<file path="src/rtl/paddle_tracker.sv">
// AI paddle controller: steps the paddle toward the ball once per frame tick
// with reaction delay, dead zone, speed ramp and playfield saturation.
module paddle_tracker #(
  parameter int COORD_W      = 16,
  parameter int HALF_PADDLE  = 50,
  parameter int MAX_SPEED    = 8,
  parameter int ACCEL_PERIOD = 4,
  parameter int DEAD_ZONE    = 4,
  parameter int REACT_DELAY  = 3
) (
  input  logic                           clk,
  input  logic                           rst,
  input  logic                           frame_tick,
  input  logic                           enable,
  input  logic [2*COORD_W-1:0]           dimensions,
  input  logic [2*COORD_W-1:0]           ball_position,
  input  logic [COORD_W-1:0]             paddle_x,
  output logic [2*COORD_W-1:0]           paddle_position,
  output logic                           moving,
  output logic                           direction,
  output logic [$clog2(MAX_SPEED+1)-1:0] speed
);

  localparam int W1 = COORD_W + 1;
  localparam int SW = $clog2(MAX_SPEED + 1);
  localparam int AW = $clog2(ACCEL_PERIOD + 1);
  localparam int DW = (REACT_DELAY > 0) ? $clog2(REACT_DELAY + 1) : 1;

  typedef enum logic [1:0] {
    S_IDLE,
    S_WAIT,
    S_TRACK
  } state_e;

  state_e            state_q, state_d;
  logic [COORD_W-1:0] y_q, y_d;
  logic [COORD_W-1:0] px_q;
  logic [SW-1:0]     spd_q, spd_d;
  logic              dir_q, dir_d;
  logic [DW-1:0]     dly_q, dly_d;
  logic [AW-1:0]     acc_q, acc_d;

  logic [W1-1:0] h_w, half_h, rst_y, ymax;
  logic [W1-1:0] y_w, by_w, center, err_u;
  logic [W1-1:0] abs_err, step_w, sum_w, dif_w, cand;
  logic [AW-1:0] acc_nxt;
  logic [SW-1:0] spd_up;
  logic          err_pos, out_dz;
  logic          unused_hi;

  assign unused_hi = ^{dimensions[2*COORD_W-1:COORD_W],
                       ball_position[2*COORD_W-1:COORD_W]};

  assign h_w    = {1'b0, dimensions[COORD_W-1:0]};
  assign half_h = h_w >> 1;
  assign rst_y  = (half_h < W1'(HALF_PADDLE)) ? '0
                : half_h - W1'(HALF_PADDLE);
  assign ymax   = (h_w < W1'(2*HALF_PADDLE)) ? '0
                : h_w - W1'(2*HALF_PADDLE);

  assign y_w     = {1'b0, y_q};
  assign by_w    = {1'b0, ball_position[COORD_W-1:0]};
  assign center  = y_w + W1'(HALF_PADDLE);
  assign err_u   = by_w - center;
  assign err_pos = !err_u[W1-1] && (err_u != '0);
  assign abs_err = err_u[W1-1] ? -err_u : err_u;
  assign out_dz  = abs_err > W1'(DEAD_ZONE);

  assign step_w = (W1'(spd_q) < abs_err) ? W1'(spd_q) : abs_err;
  assign sum_w  = y_w + step_w;
  assign dif_w  = (y_w >= step_w) ? y_w - step_w : '0;

  // Both directions clamp to ymax so a shrunken playfield pulls y back in
  always_comb begin
    cand = dir_q ? sum_w : dif_w;
    if (cand > ymax) cand = ymax;
  end

  assign acc_nxt = acc_q + AW'(1);
  assign spd_up  = (spd_q < SW'(MAX_SPEED)) ? spd_q + SW'(1) : spd_q;

  always_comb begin
    state_d = state_q;
    y_d     = y_q;
    spd_d   = spd_q;
    dir_d   = dir_q;
    dly_d   = dly_q;
    acc_d   = acc_q;
    if (!enable) begin
      state_d = S_IDLE;
      spd_d   = '0;
      dly_d   = '0;
      acc_d   = '0;
    end else if (frame_tick) begin
      unique case (state_q)
        S_IDLE: begin
          if (out_dz) begin
            if (REACT_DELAY == 0) begin
              state_d = S_TRACK;
              spd_d   = SW'(1);
              dir_d   = err_pos;
            end else begin
              state_d = S_WAIT;
              dly_d   = DW'(REACT_DELAY);
            end
          end
        end
        S_WAIT: begin
          if (!out_dz) begin
            state_d = S_IDLE;
          end else if (dly_q == DW'(1)) begin
            state_d = S_TRACK;
            spd_d   = SW'(1);
            dir_d   = err_pos;
          end else begin
            dly_d = dly_q - DW'(1);
          end
        end
        S_TRACK: begin
          if (!out_dz) begin
            state_d = S_IDLE;
            spd_d   = '0;
          end else if (err_pos != dir_q) begin
            dir_d = err_pos;
            spd_d = SW'(1);
            acc_d = '0;
          end else begin
            y_d = cand[COORD_W-1:0];
            if (acc_nxt == AW'(ACCEL_PERIOD)) begin
              acc_d = '0;
              spd_d = spd_up;
            end else begin
              acc_d = acc_nxt;
            end
          end
        end
        default: state_d = S_IDLE;
      endcase
    end
  end

  always_ff @(posedge clk) begin
    px_q <= paddle_x;
    if (!rst) begin
      state_q <= S_IDLE;
      y_q     <= rst_y[COORD_W-1:0];
      spd_q   <= '0;
      dir_q   <= 1'b0;
      dly_q   <= '0;
      acc_q   <= '0;
    end else begin
      state_q <= state_d;
      y_q     <= y_d;
      spd_q   <= spd_d;
      dir_q   <= dir_d;
      dly_q   <= dly_d;
      acc_q   <= acc_d;
    end
  end

  assign paddle_position = {px_q, y_q};
  assign moving          = (state_q == S_TRACK);
  assign direction       = dir_q;
  assign speed           = spd_q;

endmodule

</file>
<file path="config.mk">
export PLATFORM = sky130hd
export DESIGN_NAME = paddle_tracker
export DESIGN_NICKNAME = d
export VERILOG_FILES = /design/src/rtl/paddle_tracker.sv
export SDC_FILE = /design/constraint.sdc
export NUM_CORES = 1
export LEC_CHECK = 0
export BUFFER_PORTS_ARGS = -buffer_cell sky130_fd_sc_hd__buf_2
export CAP_MARGIN = 20
export CORE_AREA = 2 2 93 140
export DETAILED_ROUTE_END_ITERATION = 12
export DIE_AREA = 0 0 95 142
export PLACE_DENSITY = 0.72
export SLEW_MARGIN = 20
export SYNTH_ARGS = -nofsm -noshare
export SYNTH_HDL_FRONTEND = slang
export SYNTH_SLANG_ARGS = --single-unit
</file>
<file path="constraint.sdc">
create_clock -name clk -period 14.5 [get_ports clk]
set_input_delay 0.725 -clock clk [delete_from_list [all_inputs] [get_ports clk]]
set_output_delay 0.725 -clock clk [all_outputs]
set_load 0.02 [all_outputs]
</file>
Yosys cells after proc, flatten, opt, wreduce, memory -nomap -nowiden:

Index checks and enable logic that the tools add are counted.

* $add $sub $neg: 10
* magnitude comparators: 7
* eq/ne operators: 20
* muxes and demuxes: 36
* reductions and logical operators: 13

Operators with widths (count)
* 2-to-1 mux 16 bit: 8
* 2-to-1 mux 17 bit: 5
* subtractor 16 x 17 -> 17 bit: 2
* 2-to-1 mux 4 bit: 6
* adder 16 x 17 -> 17 bit: 1
* adder 16 x 6 -> 17 bit, second input constant: 1
* >= comparator 16 x 17 -> 1 bit: 1
* greater-than comparator 17 bit: 1
* greater-than comparator 17 x 3 -> 1 bit, second input constant: 1
* less-than comparator 4 x 17 -> 1 bit: 1
* negation 17 bit: 1
* nonzero test 17 bit: 1
* subtractor 16 x 7 -> 17 bit, second input constant: 1
* less-than comparator 16 x 7 -> 1 bit, second input constant: 1
* subtractor 15 x 6 -> 16 bit, second input constant: 1
* less-than comparator 15 x 6 -> 1 bit, second input constant: 1
* 2-to-1 mux 2 bit: 7
* inequality test 2 x 1 -> 1 bit, second input constant: 6
* inequality test 2 bit, second input constant: 6
* AND reduction 5 bit: 2
* inequality test 4 x 2 -> 1 bit, second input constant: 2
* case mux 4 bit (2 select lines): 1
* AND reduction 7 bit: 1
* 2-to-1 mux 3 bit: 2
* 21 further kinds: 26

* flip-flop bits (word level): 44
* input bits: 84
* output and inout bits: 38
* word-level logic and storage cells: 93

Longest topological paths before layout:

Gate-level depths: netlist (run 1).

* word-level depth: 17
* gate-level depth with buffers: 49
* mapped depth without buffers: 44

Least setup slack after synthesis (run 1):

OpenSTA, ideal clock, no wires.

* kind: input to register
* from: in ball_position[11]
* to: reg y_q[8] (data pin)
* setup time: 0.258 ns
* data arrival time: 9.043 ns
* required time: 14.242 ns
* path slack: 5.199 ns
* stages on the path: 47
* path buffers: 5
* cells stage by stage: inv_1 > ha_1 > inv_1 > ha_1 > buf_2 > a211oi_2 > o21bai_1 > a2111oi_0 > a221oi_2 > and2_0 > buf_2 > o21ai_0 > inv_1 > ha_1 > o21a_1 > o21ai_0 > nand2b_1 > a21oi_1 > [11 not listed] > a21o_1 > nand2_1 > buf_2 > inv_1 > a22oi_1 > inv_1 > ha_1 > o21a_1 > o21a_1 > o21a_1 > o21ai_0 > nand2b_1 > a21oi_1 > nor2_1 > o21a_1 > clkbuf_1 > nand2b_1 > o221a_2

* longest elaborated chain between the ends: 16
* elaborated cells on any way between the ends: 18
* classes of those cells: add/sub: 4; order compare: 3; mux: 11

RTL lines
* start, declared: RTL line 16 `input logic [2*COORD_W-1:0] ball_position,`
* subtractor 16 x 17 -> 17 bit *: RTL line 64 `assign err_u = by_w - center;`
* negation 17 bit: RTL line 66 `assign abs_err = err_u[W1-1] ? -err_u : err_u;`
* 2-to-1 mux 17 bit *: RTL line 66
* less-than comparator 4 x 17 -> 1 bit: RTL line 69 `assign step_w = (W1'(spd_q) < abs_err) ? W1'(spd_q) : abs_err;`
* 2-to-1 mux 17 bit *: RTL line 69
* subtractor 16 x 17 -> 17 bit / >= comparator 16 x 17 -> 1 bit (equally long branches): RTL line 71 `assign dif_w = (y_w >= step_w) ? y_w - step_w : '0;`
* 2-to-1 mux 17 bit: RTL line 71
* 2-to-1 mux 17 bit *: RTL line 75 `cand = dir_q ? sum_w : dif_w;`
* greater-than comparator 17 bit: RTL line 76 `if (cand > ymax) cand = ymax;`
* 2-to-1 mux 16 bit *: RTL line 76
* 2-to-1 mux 16 bit *: RTL line 123 `end else if (err_pos != dir_q) begin`
* 2-to-1 mux 16 bit *: RTL line 120 `if (!out_dz) begin`
* 2-to-1 mux 16 bit *: RTL line 95 `unique case (state_q)`
* 2-to-1 mux 16 bit *: RTL line 94 `end else if (frame_tick) begin`
* 2-to-1 mux 16 bit *: RTL line 89 `if (!enable) begin`
* 2-to-1 mux 16 bit *: RTL line 144 `if (!rst) begin`
* end signal, assigned: RTL line 146 `y_q <= rst_y[COORD_W-1:0];`
* end signal, assigned: RTL line 153 `y_q <= y_d;`
* end, declared: RTL line 36 `logic [COORD_W-1:0] y_q, y_d;`

Mark *: on every way between the ends. The rest lies on a longest branch, timed or not. The select of a mux whose other input is x is not followed.
A chain may end at the register's enable or synchronous reset.

Worst setup path in the final report (run 1):

* from: reg y_q[7]
* to: reg y_q[8] (data pin)

* longest elaborated chain between the ends: 17
* elaborated cells on any way between the ends: 19
* classes of those cells: add/sub: 5; order compare: 3; mux: 11

RTL lines
* adder 16 x 6 -> 17 bit: RTL line 63 `assign center = y_w + W1'(HALF_PADDLE);`
* subtractor 16 x 17 -> 17 bit: RTL line 64
* negation 17 bit: RTL line 66
* 2-to-1 mux 17 bit: RTL line 66
* less-than comparator 4 x 17 -> 1 bit: RTL line 69
* 2-to-1 mux 17 bit: RTL line 69
* subtractor 16 x 17 -> 17 bit / >= comparator 16 x 17 -> 1 bit (equally long branches): RTL line 71
* 2-to-1 mux 17 bit: RTL line 71
* 2-to-1 mux 17 bit *: RTL line 75
* greater-than comparator 17 bit: RTL line 76
* 2-to-1 mux 16 bit *: RTL line 76
* 2-to-1 mux 16 bit *: RTL line 123
* 2-to-1 mux 16 bit *: RTL line 120
* 2-to-1 mux 16 bit *: RTL line 95
* 2-to-1 mux 16 bit *: RTL line 94
* 2-to-1 mux 16 bit *: RTL line 89
* 2-to-1 mux 16 bit *: RTL line 144

Marks and branches as above.

==> flow_summary.json, run 1 <==
{
  "path_max_fanout": 27,
  "synthesis.instances": 758,
  "number_of_sinks_on_the_clock_net": 44,
  "ys.warnings.count": 0,
  "postCtsSetupBuffers": 0,
  "worst_ep_arrival_time_ns": 11.02,
  "dpl_worst_slack_ns": 3.304,
  "drtAntennaViolNets": 0,
  "cts-buffers-inserted": 5,
  "path_class": "register to register",
  "drt-wirelength-per-cell_um": 14.12,
  "timing.slew.headroom_pct": 43.98,
  "main_flop_type_after_synthesis": "sky130_fd_sc_hd__dfxtp_1",
  "routed_wirelength_mm": 14.23,
  "core-area_mm2": 0.01232,
  "synth.top_cells.by_area": "sky130_fd_sc_hd__ha_1 19%, sky130_fd_sc_hd__dfxtp_1 9.3%, sky130_fd_sc_hd__edfxtp_1 8.0%, sky130_fd_sc_hd__inv_1 5.5%, sky130_fd_sc_hd__xnor2_1 4.8%",
  "layout_min_cycle_time_ns": 10.98,
  "setup_repair_after_global_routing_missed_its_margin": "no",
  "fmax_ghz": 0.09107,
  "initial_core_util_pct": 48.73,
  "synth-seq-area-share_pct": 17.33,
  "post_cts_hold_buffer_count": 0,
  "cellPowerDensity_mw_per_mm2": 111.8,
  "most_frequent_cell_after_synthesis": "sky130_fd_sc_hd__ha_1",
  "drt_iter0_drc": 184,
  "dominant_combinational_cell_family_by_area_after_synthesis": "compound AO/OA/AOI/OAI gates",
  "grt_pass1_wl_mm": 23.57,
  "slew_viol_final": 0,
  "gr-total-overflow": 0,
  "gpl.final_weighted_congestion": 0.9130,
  "synth_top_area_share_pct": 19.37,
  "io-pin-count": 122,
  "netlist-cell-type-count": 85,
  "timing.hold.worst.class": "register to register",
  "placementRows": 50,
  "number_of_enable_type_register_cells_in_the_synthesized_netlist": 16,
  "outcome": "complete, no violations",
  "final-setup-viol-count": 0,
  "syn_area_mm2": 0.006006,
  "fp.dieH_um": 142,
  "synth_async_sr_flop_share_pct": 0,
  "port-buffer-count": 89,
  "clk_latency_ns": 0.29,
  "critical_path.endpoint_type": "register",
  "timing.critical_path.to": "y_q[8]",
  "synth_compound_area_share_pct": 25.60,
  "fraction_of_layout_instances_using_a_drive_strength_above_1_pct": 15.26,
  "synthesized_area_per_cell_um2": 7.923,
  "post_synth_and_or_nand_nor_area_fraction_pct": 20.71,
  "synth-adder-area-share_pct": 20.38,
  "number_of_cell_instances_on_the_worst_register_to_register_path": 40,
  "cts-root-to-sink-buffers": 2,
  "die_area_mm2": 0.01349,
  "tightestPinTransition_ns": 0.8403,
  "final-hold-violation-count": 0,
  "fin_ws_ns": 3.519,
  "accumulated_negative_setup_slack_ns": 0,
  "startpoint_of_the_most_critical_setup_path": "y_q[7]",
  "nFillCells": 1221,
  "h-tree-depth": 2,
  "r2r-start": "y_q[7]",
  "layout.nets": 1031,
  "first_pass_iteration_count_of_the_detailed_router": 4,
  "clock-root-buffer": "sky130_fd_sc_hd__clkbuf_16",
  "cpPeakStageDelay_ns": 0.62,
  "final_clock_skew_ns": 0.009468,
  "crit_slowest_cell": "sky130_fd_sc_hd__a2111oi_0",
  "static_leakage_nw": 3.206,
  "clkSlewWorstSetupHoldPaths_ns": 0.07,
  "grt_pass1_vias": 5327,
  "synth_top_cell_by_area": "sky130_fd_sc_hd__ha_1",
  "layout_worst_path_cycle_share_pct": 75.73,
  "insertedDiodeCount": 0,
  "via_cell_ratio": 5.604,
  "synth_top_cells_by_count": "93 x sky130_fd_sc_hd__ha_1, 88 x sky130_fd_sc_hd__inv_1, 52 x sky130_fd_sc_hd__nor2_1",
  "yosys.area_share.xor_xnor_pct": 6.562,
  "post_cts.resized_instances": 0,
  "ir_drop_uv": 57.52,
  "antenna_violations_before_repair": 0,
  "clock_tree_from_tritoncts": "yes",
  "synth.area.mux_share_pct": 1.750,
  "remaining_drc_errors": 0,
  "pin_count_of_the_biggest_net_entering_global_routing": 37,
  "grt_util_all_layers_pct": 21.36,
  "regToRegEndpoint": "y_q[8]",
  "critical_path.startpoint_type": "register",
  "flow.area_growth_from_synthesis_pct": 13.06,
  "required_ns": 14.54,
  "die-width_um": 95,
  "drv.max_cap_violation_count": 0,
  "num_vias": 5649,
  "dp_hpwl_mm": 11.63,
  "ys_ff_latch": 44,
  "timing.reg2reg.setup_slack_ns": 3.52
}
-- worst min path at each step --
stage	startpoint	to	slack (ns)	depth (start not counted)
after floorplan	acc_q[1]	acc_q[1]	0.47	2
after global placement	dly_q[1]	dly_q[1]	0.49	2
after detailed placement	acc_q[2]	acc_q[2]	0.50	2
after CTS	acc_q[2]	acc_q[2]	0.51	2
after global routing	paddle_x[0]	px_q[0]	0.52	1
final	dly_q[1]	dly_q[1]	0.50	2
-- flip-flops by register name (all words and copies together) (netlist names) --
register,flops
y_q,16
acc_q,3
px_q,16
state_q,2
direction,1
dly_q,2
speed,4
-- where the power goes --
group | switching, mW | internal, mW | leakage, nW
Combinational | 0.279 | 0.193 | 2.73
Clock | 0.0508 | 0.0819 | 0.0840
Sequential | 0.0126 | 0.141 | 0.393
Total | 0.342 | 0.417 | 3.21
-- cells in the final DEF (no fill, tap or decap), types with 7 or more instances in the layout --
master,count
sky130_fd_sc_hd__ha_1,93
sky130_fd_sc_hd__buf_2,89
sky130_fd_sc_hd__inv_1,88
sky130_fd_sc_hd__nor2_1,52
sky130_fd_sc_hd__a21oi_1,48
sky130_fd_sc_hd__nand2_1,44
sky130_fd_sc_hd__o21ai_0,35
sky130_fd_sc_hd__xnor2_1,33
sky130_fd_sc_hd__dfxtp_1,28
sky130_fd_sc_hd__nand3_1,25
sky130_fd_sc_hd__conb_1,24
sky130_fd_sc_hd__nor3_1,18
sky130_fd_sc_hd__a21o_1,18
sky130_fd_sc_hd__nand2b_1,17
sky130_fd_sc_hd__o21bai_1,17
sky130_fd_sc_hd__edfxtp_1,16
sky130_fd_sc_hd__o211ai_1,15
sky130_fd_sc_hd__o22ai_1,14
sky130_fd_sc_hd__xor2_1,12
sky130_fd_sc_hd__o21a_1,12
sky130_fd_sc_hd__nor2b_1,9
sky130_fd_sc_hd__nand4_1,8
sky130_fd_sc_hd__and3_1,7
-- cell type report --
type / count / area [um^2] / share of cell area (%)
inverters: 89 / 334.1 / 4.920
flip-flops and latches: 44 / 1041 / 15.33
clock inverters: 3 / 47.55 / 0.7002
repair buffers: 90 / 452.9 / 6.670
well taps: 156 / 195.2 / 2.875
clock buffers: 5 / 125.1 / 1.843
multi-input cells: 621 / 4594 / 67.66
-- layer usage --
| metal | up-vias | wire length (um) | global-route usage, % |
|---|---|---|---|
| met1 | 2607 | 5997 | 24.82 |
| met2 | 116 | 7456 | 39.79 |
| met4 | 0 | 382 | 8.085 |
| met5 | - | 0 | 0 |
| met3 | 25 | 393 | 1.748 |
| li1 | 2901 | - | - |
-- stage by stage --
step | cells | util, % | power, mW | instance area (um^2) | hold WS [ns]
finish | 1008 | 55.10 | 0.7592 | 6790 | 0.5006
global placement | 1000 | 53.70 | 0.6181 | 6618 | 0.4854
detailed placement | 1000 | 53.70 | 0.6225 | 6618 | 0.4974
global route | 1008 | 55.10 | 0.8235 | 6790 | 0.5166
floorplan | 780 | - | 0.5317 | 6088 | 0.4699
CTS | 1008 | 55.10 | 0.7591 | 6790 | 0.5067
-- kinds of logic (layout without fill, tap and decap cells) --
| kind of cell | count (synthesis) | count (layout) |
|---|---|---|
| AO/OA/AOI/OAI | 218 | 218 |
| XOR/XNOR | 45 | 45 |
| adder cells (fa/ha/maj) | 96 | 96 |
| buffers and inverters | 115 | 187 |
| flip-flops | 44 | 44 |
| multiplexers | 10 | 10 |
| other | 2 | 24 |
| AND/OR/NAND/NOR | 228 | 228 |
-- worst max-delay path, delay by kind of cell (launching register included) --
kind | cells | cell delay, ns
buffers and inverters | 3 | 0.22
muxes | 1 | 0.41
DFF | 1 | 0.50
AOI/OAI and AO/OA | 21 | 5.35
adders and majority gates | 5 | 1.65
and+or+nand+nor | 10 | 2.57
Note: power is estimated with default switching activity, not from simulation.
==> run 2, diff against run 1 <==
==> constraint.sdc (replaced) <==
create_clock -name clk -period 11 [get_ports clk]
set_input_delay 0.55 -clock clk [delete_from_list [all_inputs] [get_ports clk]]
set_output_delay 0.55 -clock clk [all_outputs]
set_load 0.02 [all_outputs]
==> run 2 against run 1 <==
Setup slack lost 2.4 ns. Fmax grew 11%. Combinational power grew 33%. Count of clock-buffer cells in the layout is the same. Register-to-register slack lost 2.4 ns. Sequential power grew 32%. Core utilization grew 0.24 points. Critical path depth shrank 2. Sequential share of layout area shrank 0.068 points. Clock power grew 31%. Flip-flop and latch count is the same. Die area is the same.
==> flow_summary.json, run 2 (same netlist as run 1, synthesis figures left out) <==
{
  "crit_slowest_cell": "sky130_fd_sc_hd__a2111oi_0",
  "path_class": "register to register",
  "layout_common_cells": "93 x sky130_fd_sc_hd__ha_1, 89 x sky130_fd_sc_hd__buf_2, 88 x sky130_fd_sc_hd__inv_1",
  "insertedDiodeCount": 0,
  "gpl.final_weighted_congestion": 0.8935,
  "path_max_fanout": 7,
  "h-tree-depth": 2,
  "drv.max_cap_violation_count": 0,
  "register_area_mm2": 0.001041,
  "timing.slew.headroom_pct": 56.01,
  "critical_path.startpoint_type": "register",
  "nFillCells": 1193,
  "totalPowerFinal_mw": 1.005,
  "pin_count_of_the_biggest_net_entering_global_routing": 37,
  "clk_latency_ns": 0.29,
  "timing.hold.worst.class": "primary input to register",
  "layout.core_utilization_pct": 55.34,
  "setup_repair_after_global_routing_missed_its_margin": "no",
  "accumulated_negative_setup_slack_ns": 0,
  "multi_input_comb_area_mm2": 0.004594,
  "grt_pass1_vias": 5224,
  "first_pass_iteration_count_of_the_detailed_router": 7,
  "fin_ws_ns": 1.147,
  "remaining_drc_errors": 0,
  "fmax_ghz": 0.1015,
  "port-buffer-count": 89,
  "core-area_mm2": 0.01232,
  "drt-wirelength-per-cell_um": 14.00,
  "fraction_of_layout_instances_using_a_drive_strength_above_1_pct": 15.65,
  "number_of_sinks_on_the_clock_net": 44,
  "clock-root-buffer": "sky130_fd_sc_hd__clkbuf_16",
  "cpPeakStageDelay_ns": 0.57,
  "via_cell_ratio": 5.587,
  "layout.nets": 1035,
  "cts-buffers-inserted": 5,
  "dp_hpwl_mm": 11.76,
  "critical_path.endpoint_type": "register",
  "post_cts_hold_buffer_count": 0,
  "drt_iter0_drc": 223,
  "placementRows": 50,
  "dp.cells": 1004,
  "routed_wirelength_mm": 14.17,
  "clock_tree_from_tritoncts": "yes",
  "initial_core_util_pct": 48.73,
  "drtAntennaViolNets": 0,
  "most_common_cell_after_layout_fill_and_taps_aside": "sky130_fd_sc_hd__ha_1",
  "layout_min_cycle_time_ns": 9.853,
  "cellPowerDensity_mw_per_mm2": 147.4,
  "final-hold-violation-count": 0,
  "tightestPinTransition_ns": 0.6507,
  "clkSlewWorstSetupHoldPaths_ns": 0.06,
  "die_area_mm2": 0.01349,
  "post_cts.resized_instances": 0,
  "required_ns": 11.04,
  "fp.dieH_um": 142,
  "final_clock_skew_ns": 0.01073,
  "ir_drop_uv": 67.93,
  "flow.area_growth_from_synthesis_pct": 13.56,
  "outcome": "complete, no violations",
  "layoutNonFillerInstCount": 1012,
  "grt_util_all_layers_pct": 20.96,
  "layout_worst_path_cycle_share_pct": 89.57,
  "die-width_um": 95,
  "slew_viol_final": 0,
  "static_leakage_nw": 3.226,
  "dpl_worst_slack_ns": 1.021,
  "grt_pass1_wl_mm": 23.05,
  "worst_ep_arrival_time_ns": 9.89,
  "cts-root-to-sink-buffers": 2,
  "gr-total-overflow": 0,
  "antenna_violations_before_repair": 0,
  "final-setup-viol-count": 0,
  "io-pin-count": 122,
  "num_vias": 5654,
  "postCtsSetupBuffers": 0
}
-- run 2: worst max-delay path: cells and delay by family (launching register included) --
family | cells | cell delay, ns
simple gates | 10 | 2.40
mux | 1 | 0.41
buf+inv | 3 | 0.21
fa+ha+maj | 5 | 1.61
flops | 1 | 0.47
compound gates | 19 | 4.44
-- run 2: power by group --
group	total [mW]	internal, mW	switching (mW)
registers	0.203	0.186	0.0165
logic	0.629	0.261	0.368
clock network	0.174	0.108	0.0658
total	1.01	0.555	0.450
-- run 2: worst paths after layout --
check                    start       end  slack [ns]  depth (start not counted)
setup / recovery        y_q[1]    y_q[8]        1.15                         38
hold / removal    paddle_x[12]  px_q[12]        0.36                          1
setup reg to reg        y_q[1]    y_q[8]        1.15                         38
hold reg to reg       acc_q[1]  acc_q[1]        0.50                          2
-- run 2: through the flow --
stage / hold WS (ns) / instance area (um^2)
global placement: 0.4776 / 6648
floorplan: 0.4699 / 6088
CTS: 0.3481 / 6820
finish: 0.3580 / 6820
global route: 0.3439 / 6820
detailed placement: 0.4928 / 6648
-- run 2: cell type report --
type / count / area share (%)
multi-input combinational: 621 / 67.36
sequential: 44 / 15.26
timing repair buffer: 94 / 7.081
inverter: 89 / 4.898
tap: 156 / 2.862
clock buffer: 5 / 1.835
clock inverter: 3 / 0.6971
-- run 2: per-layer routing --
layer,vias to the layer above,GRT usage [%],part of all wire (%)
li1,2903,-,-
met1,2645,23.80,42
met2,89,40.84,54
met3,17,1.642,2.2
met4,0,5.645,1.5
met5,-,0,0
==> run 3, diff against run 2 <==
--- a/config.mk
+++ b/config.mk
@@ -11,6 +11,7 @@
 export DETAILED_ROUTE_END_ITERATION = 12
 export DIE_AREA = 0 0 95 142
 export PLACE_DENSITY = 0.72
+export RECOVER_POWER = 25
 export SLEW_MARGIN = 20
 export SYNTH_ARGS = -nofsm -noshare
 export SYNTH_HDL_FRONTEND = slang
==> run 3 against run 2 <==
Clock skew hardly changed. Final cell count stayed put. Flip-flop and latch count stayed put. Setup slack worse by 0.017 ns. First-iteration DRC count stayed put. Combinational power hardly changed. Critical endpoint unchanged.
==> flow_summary.json, run 3 (same netlist as run 1, synthesis figures left out) <==
{
  "regToRegEndpoint": "y_q[8]",
  "timing.reg2reg.setup_slack_ns": 1.13,
  "path_max_fanout": 7,
  "clk_latency_ns": 0.29,
  "timing.slew.headroom_pct": 56.01,
  "critical_path.endpoint_type": "register",
  "io-pin-count": 122,
  "accumulated_negative_setup_slack_ns": 0,
  "core-area_mm2": 0.01232,
  "layout_worst_path_cycle_share_pct": 89.72,
  "cp_num_buf_inv": 3,
  "r2r-start": "y_q[1]",
  "drv.max_cap_violation_count": 0,
  "most_common_cell_after_layout_fill_and_taps_aside": "sky130_fd_sc_hd__ha_1",
  "clock-root-buffer": "sky130_fd_sc_hd__clkbuf_16",
  "grt_pass1_vias": 5224,
  "required_ns": 11.04,
  "via_cell_ratio": 5.597,
  "dominant_delay_contributor_by_cell_family_on_the_critical_path": "compound AO/OA/AOI/OAI gates",
  "grt_util_all_layers_pct": 20.96,
  "dp.cells": 1004,
  "layoutNonFillerInstCount": 1012,
  "cts-root-to-sink-buffers": 2,
  "antenna_violations_before_repair": 0,
  "postCtsSetupBuffers": 0,
  "routed_wirelength_mm": 14.18,
  "layout_common_cells": "93 x sky130_fd_sc_hd__ha_1, 88 x sky130_fd_sc_hd__inv_1, 81 x sky130_fd_sc_hd__buf_2",
  "final_clock_skew_ns": 0.01078,
  "critical_path.startpoint_type": "register",
  "post_cts_hold_buffer_count": 0,
  "setup_repair_after_global_routing_missed_its_margin": "no",
  "crit_slowest_cell": "sky130_fd_sc_hd__a2111oi_0",
  "drt-wirelength-per-cell_um": 14.01,
  "final-hold-violation-count": 0,
  "insertedDiodeCount": 0,
  "slew_viol_final": 0,
  "layout.nets": 1035,
  "ir_drop_uv": 67.93,
  "placementRows": 50,
  "port-buffer-count": 89,
  "remaining_drc_errors": 0,
  "first_pass_iteration_count_of_the_detailed_router": 7,
  "fraction_of_layout_instances_using_a_drive_strength_above_1_pct": 14.72,
  "timing.hold.worst.start": "paddle_x[12]",
  "post_cts.resized_instances": 0,
  "totalPowerFinal_mw": 1.005,
  "cts-buffers-inserted": 5,
  "tightestPinTransition_ns": 0.6507,
  "path_class": "register to register",
  "fp.dieH_um": 142,
  "pin_count_of_the_biggest_net_entering_global_routing": 37,
  "flow.area_growth_from_synthesis_pct": 13.40,
  "outcome": "complete, no violations",
  "fmax_ghz": 0.1013,
  "min_delay_worst_endpoint": "px_q[12]",
  "drtAntennaViolNets": 0,
  "whs_path_depth": 1,
  "gpl.final_weighted_congestion": 0.8935,
  "dp_hpwl_mm": 11.76,
  "drt_iter0_drc": 223,
  "worst_ep_arrival_time_ns": 9.91,
  "layout_min_cycle_time_ns": 9.869,
  "h-tree-depth": 2,
  "gr-total-overflow": 0,
  "number_of_sinks_on_the_clock_net": 44,
  "static_leakage_nw": 3.204,
  "final-setup-viol-count": 0,
  "grt_pass1_wl_mm": 23.05,
  "nFillCells": 1200,
  "initial_core_util_pct": 48.73,
  "cellPowerDensity_mw_per_mm2": 147.6,
  "timing.hold.worst.class": "primary input to register",
  "whs_ns": 0.3580,
  "clock_tree_from_tritoncts": "yes",
  "number_of_cell_instances_on_the_worst_register_to_register_path": 38,
  "cpPeakStageDelay_ns": 0.57,
  "num_vias": 5664,
  "die-width_um": 95,
  "clkSlewWorstSetupHoldPaths_ns": 0.06,
  "die_area_mm2": 0.01349
}
run 3: changes by cell type in the layout (fill, tap and decap cells not counted), sizes merged:
cell | previous run | this run
buf | 94 | 86
clkbuf | 5 | 13
run 3: metal layers:
layer	routed length (um)	GRT usage [%]
met5	0	0
met4	212	5.645
met3	322	1.642
met2	7637	40.84
met1	6006	23.80
run 3: final cells by class:
class,instances,area [um^2],area share (%)
clock buffer,5,125.1,1.837
clock inverter,3,47.55,0.6981
inverter,89,334.1,4.905
multi-input combinational,621,4594,67.46
sequential,44,1041,15.29
tap,156,195.2,2.866
timing repair buffer,94,473.0,6.945
run 3: power breakdown:
group          total [mW]  switching, mW  internal (mW)  leakage (nW)
logic               0.628          0.368          0.260          2.73
clock network       0.174         0.0658          0.108        0.0840
registers           0.203         0.0165          0.186         0.393
run 3: worst max path at each step:
| stage | start | endpoint | depth (start not counted) |
|---|---|---|---|
| floorplan | ball_position[11] | y_q[8] | 47 |
| global placement | ball_position[1] | y_q[8] | 40 |
| detailed placement | ball_position[1] | y_q[8] | 40 |
| CTS | y_q[9] | y_q[8] | 40 |
| global route | y_q[8] | y_q[8] | 40 |
| finish | y_q[1] | y_q[8] | 38 |
run 3: metrics by stage:
step | worst slack (ns) | utilization, % | area, um^2
finish | 1.131 | 55.26 | 6810
global route | 0.5047 | 55.26 | 6810
floorplan | 1.874 | - | 6088
detailed placement | 1.021 | 53.94 | 6648
CTS | 1.140 | 55.34 | 6820
global placement | 1.151 | 53.94 | 6648
run 3: worst register-to-register path, delay by kind of cell (launching register included):
family                   cells  cell delay, ns
flip-flops                   1            0.47
AND/OR/NAND/NOR             10            2.41
adder cells (fa/ha/maj)      5            1.61
multiplexers                 1            0.41
buffers and inverters        3            0.22
AO/OA/AOI/OAI               19            4.45
